`config.mk`:
```
export PLATFORM = sky130hd
export DESIGN_NAME = cpld_bus_master
export DESIGN_NICKNAME = d
export VERILOG_FILES = /design/src/rtl/cpld_bus_pkg.sv /design/src/rtl/cpld_bus_timer.sv /design/src/rtl/cpld_bus_master.sv
export SDC_FILE = /design/constraint.sdc
export NUM_CORES = 1
export LEC_CHECK = 0
export BUFFER_PORTS_ARGS = -buffer_cell sky130_fd_sc_hd__buf_2
export CAP_MARGIN = 10
export CORE_MARGIN = 8
export CORE_UTILIZATION = 52
export CTS_CLUSTER_SIZE = 30
export DETAILED_ROUTE_END_ITERATION = 10
export PLACE_DENSITY = 0.86
export SYNTH_ARGS = -nofsm -noshare
export SYNTH_HDL_FRONTEND = slang
export SYNTH_HIERARCHICAL = 1
export SYNTH_SLANG_ARGS = --single-unit
```
`constraint.sdc`:
```
create_clock -name clk -period 4.41 [get_ports clk]
set_clock_uncertainty 0.05 [all_clocks]
set_input_delay 0.2205 -clock clk [delete_from_list [all_inputs] [get_ports clk]]
set_output_delay 0.2205 -clock clk [all_outputs]
set_load 0.02 [all_outputs]
```
`src/rtl/cpld_bus_pkg.sv`:
```
// Shared definitions for the CPLD static register bus initiator.
package cpld_bus_pkg;

  typedef enum logic [2:0] {
    ST_IDLE   = 3'd0,
    ST_SETUP  = 3'd1,
    ST_STROBE = 3'd2,
    ST_HOLD   = 3'd3,
    ST_DONE   = 3'd4,
    ST_TURN   = 3'd5
  } bus_state_e;

  // Host byte address bits that map onto x_fa[14:9].
  localparam int ADDR_HI = 6;
  localparam int ADDR_LO = 1;

  localparam int REQ_AW = 7;
  localparam int BUS_AW = ADDR_HI - ADDR_LO + 1;
  localparam int BUS_DW = 8;

  // Board CPLD register map (host byte addresses).
  localparam logic [REQ_AW-1:0] REG_CFG     = 7'h00;
  localparam logic [REQ_AW-1:0] REG_LED     = 7'h02;
  localparam logic [REQ_AW-1:0] REG_EVB     = 7'h04;
  localparam logic [REQ_AW-1:0] REG_NAND_CS = 7'h06;

  // A phase of N cycles loads N-1; zero-length phases still last one cycle.
  function automatic int unsigned timer_load(input int unsigned cycles);
    return (cycles == 0) ? 0 : cycles - 1;
  endfunction

endpackage

```
`src/rtl/cpld_bus_timer.sv`:
```
// Loadable down counter that paces each bus phase.
module cpld_bus_timer #(
  parameter int CNT_W = 4
) (
  input  logic             clk_i,
  input  logic             rst_i,
  input  logic             load_i,
  input  logic [CNT_W-1:0] load_val_i,
  output logic [CNT_W-1:0] value_o,
  output logic             zero_o
);

  logic [CNT_W-1:0] cnt_q;

  // Load on phase entry, otherwise count down and park at zero.
  always_ff @(posedge clk_i) begin
    if (rst_i) begin
      cnt_q <= '0;
    end else if (load_i) begin
      cnt_q <= load_val_i;
    end else if (cnt_q != '0) begin
      cnt_q <= cnt_q - 1'b1;
    end
  end

  assign value_o = cnt_q;
  assign zero_o  = (cnt_q == '0);

endmodule

```
`src/rtl/cpld_bus_master.sv`:
```
// Single-beat initiator for the flash/CPLD static register bus.
//
// state     | meaning
// ST_IDLE   | waiting for a host request, req_ready high
// ST_SETUP  | chip enable low, address (and write data) settling
// ST_STROBE | x_fwe or x_foe low; read data captured on the last edge
// ST_HOLD   | strobe released, address/data held for the target latch
// ST_DONE   | one-cycle response pulse, chip enable released
// ST_TURN   | after reads only, lets the target release x_fd
module cpld_bus_master
  import cpld_bus_pkg::*;
#(
  parameter int unsigned T_SETUP = 2,
  parameter int unsigned T_PULSE = 4,
  parameter int unsigned T_HOLD  = 2,
  parameter int unsigned T_TURN  = 2,
  parameter int          CNT_W   = 4
) (
  input  logic              clk,
  input  logic              rst,
  input  logic              req_valid,
  output logic              req_ready,
  input  logic              req_wr,
  input  logic [REQ_AW-1:0] req_addr,
  input  logic [BUS_DW-1:0] req_wdata,
  output logic              rsp_valid,
  output logic [BUS_DW-1:0] rsp_rdata,
  output logic              busy,
  output logic              x_fce1,
  output logic              x_fwe,
  output logic              x_foe,
  output logic [BUS_AW-1:0] x_fa,
  output logic [BUS_DW-1:0] x_fd_o,
  output logic              x_fd_oe,
  input  logic [BUS_DW-1:0] x_fd_i
);

  localparam logic [CNT_W-1:0] LD_SETUP = CNT_W'(timer_load(T_SETUP));
  localparam logic [CNT_W-1:0] LD_PULSE = CNT_W'(timer_load(T_PULSE));
  localparam logic [CNT_W-1:0] LD_HOLD  = CNT_W'(timer_load(T_HOLD));
  localparam logic [CNT_W-1:0] LD_TURN  = CNT_W'(timer_load(T_TURN));

  bus_state_e        state_q, state_d;
  logic              wr_q, wr_d;
  logic [BUS_AW-1:0] fa_q;
  logic [BUS_DW-1:0] wdata_q, rdata_q;
  logic              fce1_q, fwe_q, foe_q, fd_oe_q, rsp_valid_q;
  logic              fce1_d, fwe_d, foe_d, fd_oe_d, rsp_valid_d;
  logic              accept, capture, bus_active_d;
  logic              tmr_load, tmr_zero;
  logic [CNT_W-1:0]  tmr_val;
  logic [CNT_W-1:0]  tmr_value_unused;
  logic              unused_addr_lsb;

  assign unused_addr_lsb = req_addr[0];

  cpld_bus_timer #(.CNT_W(CNT_W)) u_timer (
    .clk_i      (clk),
    .rst_i      (rst),
    .load_i     (tmr_load),
    .load_val_i (tmr_val),
    .value_o    (tmr_value_unused),
    .zero_o     (tmr_zero)
  );

  // Phase sequencing; the timer is reloaded on every timed-phase entry.
  always_comb begin
    state_d  = state_q;
    tmr_load = 1'b0;
    tmr_val  = '0;
    accept   = 1'b0;
    capture  = 1'b0;
    case (state_q)
      ST_IDLE: if (req_valid) begin
        accept   = 1'b1;
        state_d  = ST_SETUP;
        tmr_load = 1'b1;
        tmr_val  = LD_SETUP;
      end
      ST_SETUP: if (tmr_zero) begin
        state_d  = ST_STROBE;
        tmr_load = 1'b1;
        tmr_val  = LD_PULSE;
      end
      ST_STROBE: if (tmr_zero) begin
        capture  = ~wr_q;
        state_d  = ST_HOLD;
        tmr_load = 1'b1;
        tmr_val  = LD_HOLD;
      end
      ST_HOLD: if (tmr_zero) state_d = ST_DONE;
      ST_DONE: begin
        if (!wr_q && (T_TURN != 0)) begin
          state_d  = ST_TURN;
          tmr_load = 1'b1;
          tmr_val  = LD_TURN;
        end else begin
          state_d = ST_IDLE;
        end
      end
      ST_TURN: if (tmr_zero) state_d = ST_IDLE;
      default: state_d = ST_IDLE;
    endcase
  end

  // Pad strobes are decoded from the next state so they leave a flop glitch-free.
  always_comb begin
    wr_d         = accept ? req_wr : wr_q;
    bus_active_d = (state_d == ST_SETUP) || (state_d == ST_STROBE) || (state_d == ST_HOLD);
    fce1_d       = ~bus_active_d;
    fwe_d        = ~((state_d == ST_STROBE) && wr_d);
    foe_d        = ~((state_d == ST_STROBE) && !wr_d);
    fd_oe_d      = bus_active_d && wr_d;
    rsp_valid_d  = (state_d == ST_DONE);
  end

  // State, latched request and registered pad outputs.
  always_ff @(posedge clk) begin
    if (rst) begin
      state_q     <= ST_IDLE;
      wr_q        <= 1'b0;
      fa_q        <= '0;
      wdata_q     <= '0;
      rdata_q     <= '0;
      fce1_q      <= 1'b1;
      fwe_q       <= 1'b1;
      foe_q       <= 1'b1;
      fd_oe_q     <= 1'b0;
      rsp_valid_q <= 1'b0;
    end else begin
      state_q     <= state_d;
      wr_q        <= wr_d;
      fce1_q      <= fce1_d;
      fwe_q       <= fwe_d;
      foe_q       <= foe_d;
      fd_oe_q     <= fd_oe_d;
      rsp_valid_q <= rsp_valid_d;
      if (accept) begin
        fa_q    <= req_addr[ADDR_HI:ADDR_LO];
        rdata_q <= '0;
        if (req_wr) wdata_q <= req_wdata;
      end
      if (capture) rdata_q <= x_fd_i;
    end
  end

  assign req_ready = (state_q == ST_IDLE);
  assign busy      = (state_q != ST_IDLE);
  assign rsp_valid = rsp_valid_q;
  assign rsp_rdata = rdata_q;
  assign x_fce1    = fce1_q;
  assign x_fwe     = fwe_q;
  assign x_foe     = foe_q;
  assign x_fa      = fa_q;
  assign x_fd_o    = wdata_q;
  assign x_fd_oe   = fd_oe_q;

endmodule

```
Yosys cells after proc, flatten, opt, wreduce, memory -nomap -nowiden --
Cells that the tools add are included.
Storage, ports and cells: bits in registers 35, word-level logic and storage cells 63
Cells by class: add/sub/neg operators 1, equality and inequality tests 9, muxes and demuxes 24, bitwise operators 4, reduce and logical (&&, ||, !) cells 14
Operators with widths (count):
- $mux W3 | 6
- $pmux W3 S6 | 1
- $mux W8 | 2
- $eq A3 B2 Y1 const B | 4
- $mux W1 | 10
- $eq A3 B3 Y1 const B | 3
- $mux W4 | 2
- $pmux W2 S4 | 1
- $eq A3 B1 Y1 const B | 2
- $logic_not A4 Y1 | 1
- $not A1 Y1 | 4
- $reduce_bool A2 Y1 | 2
- $reduce_bool A4 Y1 | 1
- $sub A4 B1 Y4 const B | 1
- $logic_and A1 B1 Y1 | 3
- $logic_not A3 Y1 | 1
- $pmux W1 S3 | 1
- $reduce_bool A3 Y1 | 1
- $logic_or A1 B1 Y1 | 2
- $mux W2 | 1
- $reduce_and A2 Y1 | 1
- $reduce_or A2 Y1 | 1
- $logic_not A1 Y1 | 1

Logic depth before layout (Yosys ltp) --
Gate-level depths: netlist of the first run.
word-level depth 7, gate-level depth with buffers 8, mapped depth without buffers 7

Cells and area by module --
Netlist of the first run, hierarchy kept.
By module, submodules not included:
- cpld_bus_master | times used 1, cells each 151, area each 1315.0 µm², seq. area each 620.6 µm²
- cpld_bus_timer | times used 1, cells each 24, area each 229.0 µm², seq. area each 80.1 µm²

Worst setup path before layout of the first run --
Ideal clock, no wire load.
kind reg2reg, from reg u_timer.cnt_q[0], in the netlist u_timer/value_o[0], to reg rdata_q[0], in the netlist rsp_rdata[0], arrival time 1.631 ns, data required time 4.228 ns, setup slack 2.597 ns, stages on the path, launching flop included 9, cell sequence dfxtp_1 -> inv_1 -> ha_1 -> nor3b_4 -> nand3b_1 -> or3_1 -> buf_2 -> nand3_1 -> a21oi_1
Between the ends: word-level cells in the longest chain between the ends 4, elaborated cells on any way between the ends 5
Ends and longest elaborated chain:
- from (decl) | line cpld_bus_timer.sv:13 | logic [CNT_W-1:0] cnt_q;
- from (signal assigned) | line cpld_bus_timer.sv:20 | cnt_q <= load_val_i;
- from (signal assigned) | line cpld_bus_timer.sv:22 | cnt_q <= cnt_q - 1'b1;
- $logic_not A4 Y1 (*) | line cpld_bus_timer.sv:27 | assign zero_o = (cnt_q == '0);
- net tmr_zero | line cpld_bus_master.sv:50 | logic tmr_load, tmr_zero;
- $mux W1 (*) | line cpld_bus_master.sv:85 | ST_STROBE: if (tmr_zero) begin
- $mux W1 (*) | line cpld_bus_master.sv:73 | case (state_q)
- $mux W8 / $reduce_bool A2 Y1 (equally long branches)
- to (signal assigned) | line cpld_bus_master.sv:143 | if (capture) rdata_q <= x_fd_i;
- to (decl) | line cpld_bus_master.sv:46 | logic [BUS_DW-1:0] wdata_q, rdata_q;
The timed path passes the listed nets; every way through them passes the cells marked *. A chain may end at the register's enable or synchronous reset.

Worst setup path after layout of the first run --
from reg u_timer.cnt_q[0], in the netlist u_timer/value_o[0], to reg rdata_q[3], in the netlist rsp_rdata[3]
Same word-level chain as after synthesis.

==> results.json, run 1 <==
{
  "status": "complete, no violations",
  "routedWlPerCell_um": 13.2,
  "post_cts_buffers": 0,
  "netlist_area_mm2": 0.00154,
  "drive_gt1_share_pct": 33.9,
  "synthArstFlopShare_pct": 0,
  "io_buffer_count": 54,
  "yosys_most_used_dff": "dfxtp_1",
  "grt_start_max_net_pins": 35,
  "whs_path_depth": 3,
  "gp_routability_congestion": 0.812,
  "r2r-start": "u_timer/value_o[0]",
  "slowest_stage": "or3_1",
  "cts_resized": 0,
  "num_vias": 1352,
  "path_cells": "inv_1, ha_1, nor3b_4, nand3b_1, or3_1, nand3_1, a21oi_1",
  "reg2reg_to": "rsp_rdata[3]",
  "final_cell_mix": "buf_2, dfxtp_1, nand2_1, a21oi_1, nand3_1",
  "ant_nets": 0,
  "start_kind": "flop",
  "ys_seq_elements": 35,
  "die_h_um": 70.5,
  "grt_pass1_vias": 1284,
  "worstPathRequired_ns": 4.55,
  "drt_first_pass_iters": 4,
  "crit_fanout": 10,
  "critPathCaptureType": "flop",
  "worstRegToRegCells": 7,
  "num_rows": 19,
  "dr_wl_met2_um": 1530,
  "antenna_found_initial": 0,
  "fmax_mhz": 485,
  "root_buffer": "clkbuf_4",
  "synth_top_area_share_pct": 45.4,
  "wl_met3_um": 332,
  "design.core.area_mm2": 0.00278,
  "initial_utilization_pct": 55.5,
  "grtUsageTotal_pct": 13.8,
  "timing.final.crit_share_pct": 46.8,
  "worstSetupPathType": "flop to flop",
  "final-max-slew-violation-count": 0,
  "synth_edf_count": 0,
  "min_from": "req_addr[2]",
  "synth.area.top_cells": "dfxtp_1, nand2_1, a21oi_1",
  "synth_warnings": 6,
  "antennaDiodeCount": 0,
  "rrSetupSlack_ns": 2.35,
  "clock_sinks": 35,
  "cts_buffers": 5,
  "io_pins": 56,
  "synth-seq-area-share_pct": 45.4,
  "clkLatencyLatePin_ns": 0.33,
  "holdBufCountCts": 0,
  "relSlewSlack_pct": 45.4,
  "hold_viol": 0,
  "power_density_mw_per_mm2": 568,
  "arrival_ns": 2.21,
  "cts_max_level": 2,
  "fillers": 249,
  "final-setup-viol-count": 0,
  "area.growth.synth_to_final_pct": 19.8,
  "vias_per_cell": 5.24,
  "drc": 0,
  "die_area_mm2": 0.00497,
  "yosysTopAreaCell": "dfxtp_1",
  "grt_first_pass_wirelength_um": 5750,
  "setup_tns_ns": 0,
  "hold_class": "primary input to flop",
  "cts_tree": "done",
  "path_buf_inv": 1,
  "final_common_cell": "buf_2",
  "wl_met1_um": 1490,
  "fin_crit_ns": 2.06,
  "peakVddDrop_v": 0.000405,
  "syn_avg_cell_area_um2": 8.82,
  "dp_hpwl_um": 2530,
  "p_leak_nw": 0.815,
  "grt_overflow": 0,
  "clock_tree.buffer_depth": 2,
  "yosysUniqueCellTypes": 42,
  "routed_wl_um": 3390,
  "worst_slew_pin_slew_ns": 0.816,
  "drt_iter0_markers": 67,
  "crit_family": "simple AND/OR/NAND/NOR gates",
  "syn-instance-count": 175,
  "clk_pin_slew_ns": 0.10,
  "dieWidth_um": 70.5,
  "rsz0062_at_grt": "false",
  "hold_end": "x_fa[1]",
  "routed.top_layer": "met4",
  "final_net_count": 255,
  "cap_viol_max_count": 0,
  "total_power_mw": 1.05,
  "slowest_delay_ns": 0.48
}
[synthesized netlist by cell type (all sizes together), types with 2 or more instances]
| master | count |
|---|---|
| a21oi | 23 |
| and3b | 2 |
| buf | 6 |
| clkbuf | 4 |
| dfxtp | 35 |
| inv | 4 |
| nand2 | 34 |
| nand2b | 3 |
| nand3 | 18 |
| nor2 | 7 |
| nor2b | 3 |
| nor3 | 7 |
| nor3b | 2 |
| o21ai | 3 |
| o22a | 2 |
| o22ai | 2 |
| or3 | 2 |
| xnor2 | 3 |
[stage by stage]
stage	cell area [µm²]	setup slack [ns]	instances	hold slack, ns	util, %
floorplan	1550	2.60	176	0.250	-
global placement	1790	2.37	251	0.390	64.5
detailed placement	1790	2.35	251	0.396	64.5
CTS	1850	2.34	258	0.0618	66.5
global route	1850	2.16	258	0.0666	66.5
finish	1850	2.35	258	0.0661	66.5
[worst max path at each step]
stage | endpoint | slack (ns) | cells past startpoint | start
after floorplan | rsp_rdata[0] | 2.60 | 8 | u_timer/value_o[0]
after global placement | rsp_rdata[5] | 2.37 | 7 | u_timer/value_o[0]
after detailed placement | rsp_rdata[2] | 2.35 | 7 | u_timer/value_o[0]
after CTS | rsp_rdata[2] | 2.34 | 7 | u_timer/value_o[0]
after global routing | rsp_rdata[3] | 2.16 | 7 | u_timer/value_o[0]
final | rsp_rdata[3] | 2.35 | 7 | u_timer/value_o[0]
[power by group]
part	leakage (nW)	internal, mW	total [mW]	switching, mW
registers	0.286	0.372	0.434	0.0629
clock network	0.0341	0.0738	0.171	0.0972
logic	0.495	0.194	0.445	0.250
total	0.815	0.640	1.05	0.410
[state kept, by name (all words and copies together) (netlist names), 3 cells and up]
| name | cells |
|---|---|
| rsp_rdata | 8 |
| state_q | 3 |
| u_timer/value_o | 4 |
| x_fa | 6 |
| x_fd_o | 8 |
[per-layer routing]
layer	up-vias	global-route usage (%)
li1	711	-
met1	591	14.9
met2	45	22.6
met3	5	7.06
met4	0	4.69
met5	-	0
[worst register-to-register path: cells and delay by family (launching register included)]
kind	cells	cell delay, ns
buffers and inverters	1	0.09
AOI/OAI and AO/OA	1	0.08
DFF	1	0.33
adders and majority gates	1	0.19
and+or+nand+nor	4	1.21
[kinds of logic after synthesis]
group                      Yosys count  share of synthesized area [%]
buffers and inverters               14                           5.10
other                                1                          0.243
xor gates and xnor gates             4                           2.27
and+or+nand+nor                     83                           30.5
muxes                                2                           1.38
AOI/OAI and AO/OA                   35                           14.3
DFF                                 35                           45.4
adders and majority gates            1                          0.810
[area by class of cell]
cell class	instances	area, µm²	share of cell area (%)
multi-input combinational	127	768	41.5
sequential	35	701	37.9
timing repair buffer	54	270	14.6
clock buffer	6	51.3	2.77
tap	31	38.8	2.10
inverter	4	15.0	0.812
clock inverter	1	5.00	0.271
No activity file was read; power rests on OpenSTA's default activity.
==> inputs of run 2 (changes only) <==
Settings changed: CORE_UTILIZATION 52 to 44, PLACE_DENSITY 0.86 to 0.78.
Clock period 4.41 ns to 1.8 ns, I/O delays scaled along.
==> run 2 against run 1 <==
Effect of this change: via count increased by 20%; flip-flop and latch count unchanged; final area increased by 24%; routed wire length increased by 37%; total power increased to 3.1 times the previous value; critical path depth unchanged; non-clock buffer count increased by 36; register-to-register slack got worse by 2.3 ns; critical path type unchanged; largest cell class unchanged; largest power group unchanged.
==> results.json, run 2 (same netlist as run 1, synthesis figures left out) <==
{
  "cts_buffers": 5,
  "grtUsageTotal_pct": 17.2,
  "final-max-slew-violation-count": 0,
  "clk_pin_slew_ns": 0.11,
  "path_cells": "inv_4, ha_4, nor3b_4, a21oi_1, o21ai_1, or2_2, o32ai_1",
  "power_density_mw_per_mm2": 1420,
  "area.growth.synth_to_final_pct": 48.9,
  "grt_overflow": 0,
  "multi_input_area_um2": 816,
  "design.core.area_mm2": 0.00336,
  "grt_first_pass_wirelength_um": 7270,
  "p_leak_nw": 1.02,
  "p_seq_share_pct": 32.4,
  "worst_slew_pin_slew_ns": 0.641,
  "met3_usage_pct": 6.39,
  "drive_gt1_share_pct": 38.6,
  "timing.final.ws_setup_ns": 0.0380,
  "total_power_mw": 3.27,
  "root_buffer": "clkbuf_4",
  "timing.final.crit_share_pct": 97.9,
  "arrival_ns": 1.95,
  "postLayoutCellArea_mm2": 0.00230,
  "antennaDiodeCount": 0,
  "setup_tns_ns": 0,
  "top_usage_layer": "met2",
  "io_pins": 56,
  "slowest_delay_ns": 0.37,
  "placed_cell_area_mm2": 0.00189,
  "rsz0062_at_grt": "true",
  "clock_sinks": 35,
  "num_rows": 21,
  "clock_tree.buffer_depth": 2,
  "seq_area_um2": 704,
  "worstSetupPathType": "flop to flop",
  "final-setup-viol-count": 0,
  "num_vias": 1617,
  "clkLatencyLatePin_ns": 0.34,
  "slowest_stage": "dfxtp_2",
  "pre_cts_ws_ns": -0.00886,
  "grt_start_max_net_pins": 35,
  "status": "complete, no violations",
  "dieWidth_um": 75.2,
  "initial_utilization_pct": 45.9,
  "fin_crit_ns": 1.76,
  "hold_viol": 0,
  "vias_per_cell": 5.22,
  "die_area_mm2": 0.00566,
  "final_common_cell": "buf_2",
  "worstPathRequired_ns": 1.99,
  "drt_first_pass_iters": 4,
  "globalRouteMet2Util_pct": 29.1,
  "crit_fanout": 4,
  "grt_pass1_vias": 1528,
  "dp_hpwl_um": 2880,
  "drc": 0,
  "peakVddDrop_v": 0.000730,
  "critPathCaptureType": "flop",
  "met1_usage_pct": 17.9,
  "pwr-share-clk_pct": 21.2,
  "antenna_found_initial": 0,
  "gp_routability_congestion": 0.810,
  "fillers": 276,
  "cts_tree": "done",
  "start_kind": "flop",
  "cts_max_level": 2,
  "die_h_um": 75.2,
  "dpl.cell_count": 275,
  "routed_wl_um": 4640,
  "io_buffer_count": 54,
  "final_cell_mix": "buf_2, dfxtp_1, nand2_1, a21oi_1, dlygate4sd3_1",
  "internal_power_mw": 2.07,
  "cap_viol_max_count": 0,
  "fmax_mhz": 568,
  "sw_frac_of_total_pct": 36.5,
  "fin_cells": 310,
  "final_net_count": 291,
  "switching_power_mw": 1.19,
  "hold_class": "primary input to flop",
  "routedWlPerCell_um": 15.0,
  "drt_iter0_markers": 97,
  "combPwrFrac_pct": 46.3,
  "relSlewSlack_pct": 57.3,
  "ant_nets": 0
}
run 2: cell count changes in the layout (fill, tap and decap cells not counted), moves of 3 or more:
| cell | change |
|---|---|
| dfxtp_2 | +3 |
| dlygate4sd3_1 | +22 |
| dfxtp_1 | -3 |
| buf_4 | +12 |
run 2: per-layer routing:
metal  share of wire (%)  up-vias
met5                   0        -
met4                 5.3        0
met3                 7.0       23
met2                  50       68
met1                  38      747
li1                    -      779
run 2: through the flow:
step	hold slack [ns]	util (%)
2_1_floorplan	0.119	-
3_3_place_gp	0.281	56.3
3_5_place_dp	0.288	56.3
4_1_cts	0.0389	66.0
5_1_grt	0.0258	68.4
6_report	0.0462	68.4
run 2: layout make-up:
| type | count | area share (%) |
|---|---|---|
| clock buffers | 6 | 1.80 |
| repair buffers | 90 | 26.2 |
| inverters | 4 | 0.762 |
| clock inverters | 2 | 2.61 |
| flip-flops and latches | 35 | 30.6 |
| multi-input cells | 127 | 35.5 |
| well taps | 46 | 2.50 |
run 2: worst paths after layout:
kind,slack (ns),endpoint,cells after the start,start
worst max register to register,0.04,u_timer/value_o[3],7,u_timer/value_o[0]
worst max-delay path,0.04,u_timer/value_o[3],7,u_timer/value_o[0]
worst min register to register,0.41,x_fd_o[0],2,x_fd_o[0]
worst min-delay path,0.05,x_fd_o[3],3,req_wr
run 2: power by group through the flow:
stage	clock (mW)	sequential [mW]	combinational [mW]
6_report	0.694	1.06	1.51
5_1_grt	0.746	1.08	1.62
3_5_place_dp	0	1.07	1.31
3_3_place_gp	0	1.06	1.26
4_1_cts	0.703	1.05	1.36
2_1_floorplan	0	1.12	0.879
run 2: critical path: cells and delay by family, from the launching register on:
kind	cells	cell delay [ns]
compound gates	3	0.52
fa+ha+maj	1	0.16
buf+inv	1	0.05
flops	1	0.37
simple gates	2	0.51
run 2: repair_timing:
action                                 CTS  global route
hold buffers                            22             0
pin swaps                                0            13
endpoints found under the hold margin   22             0
resized for setup                        1            11
setup buffers                            0             5
setup endpoints to repair                8            15
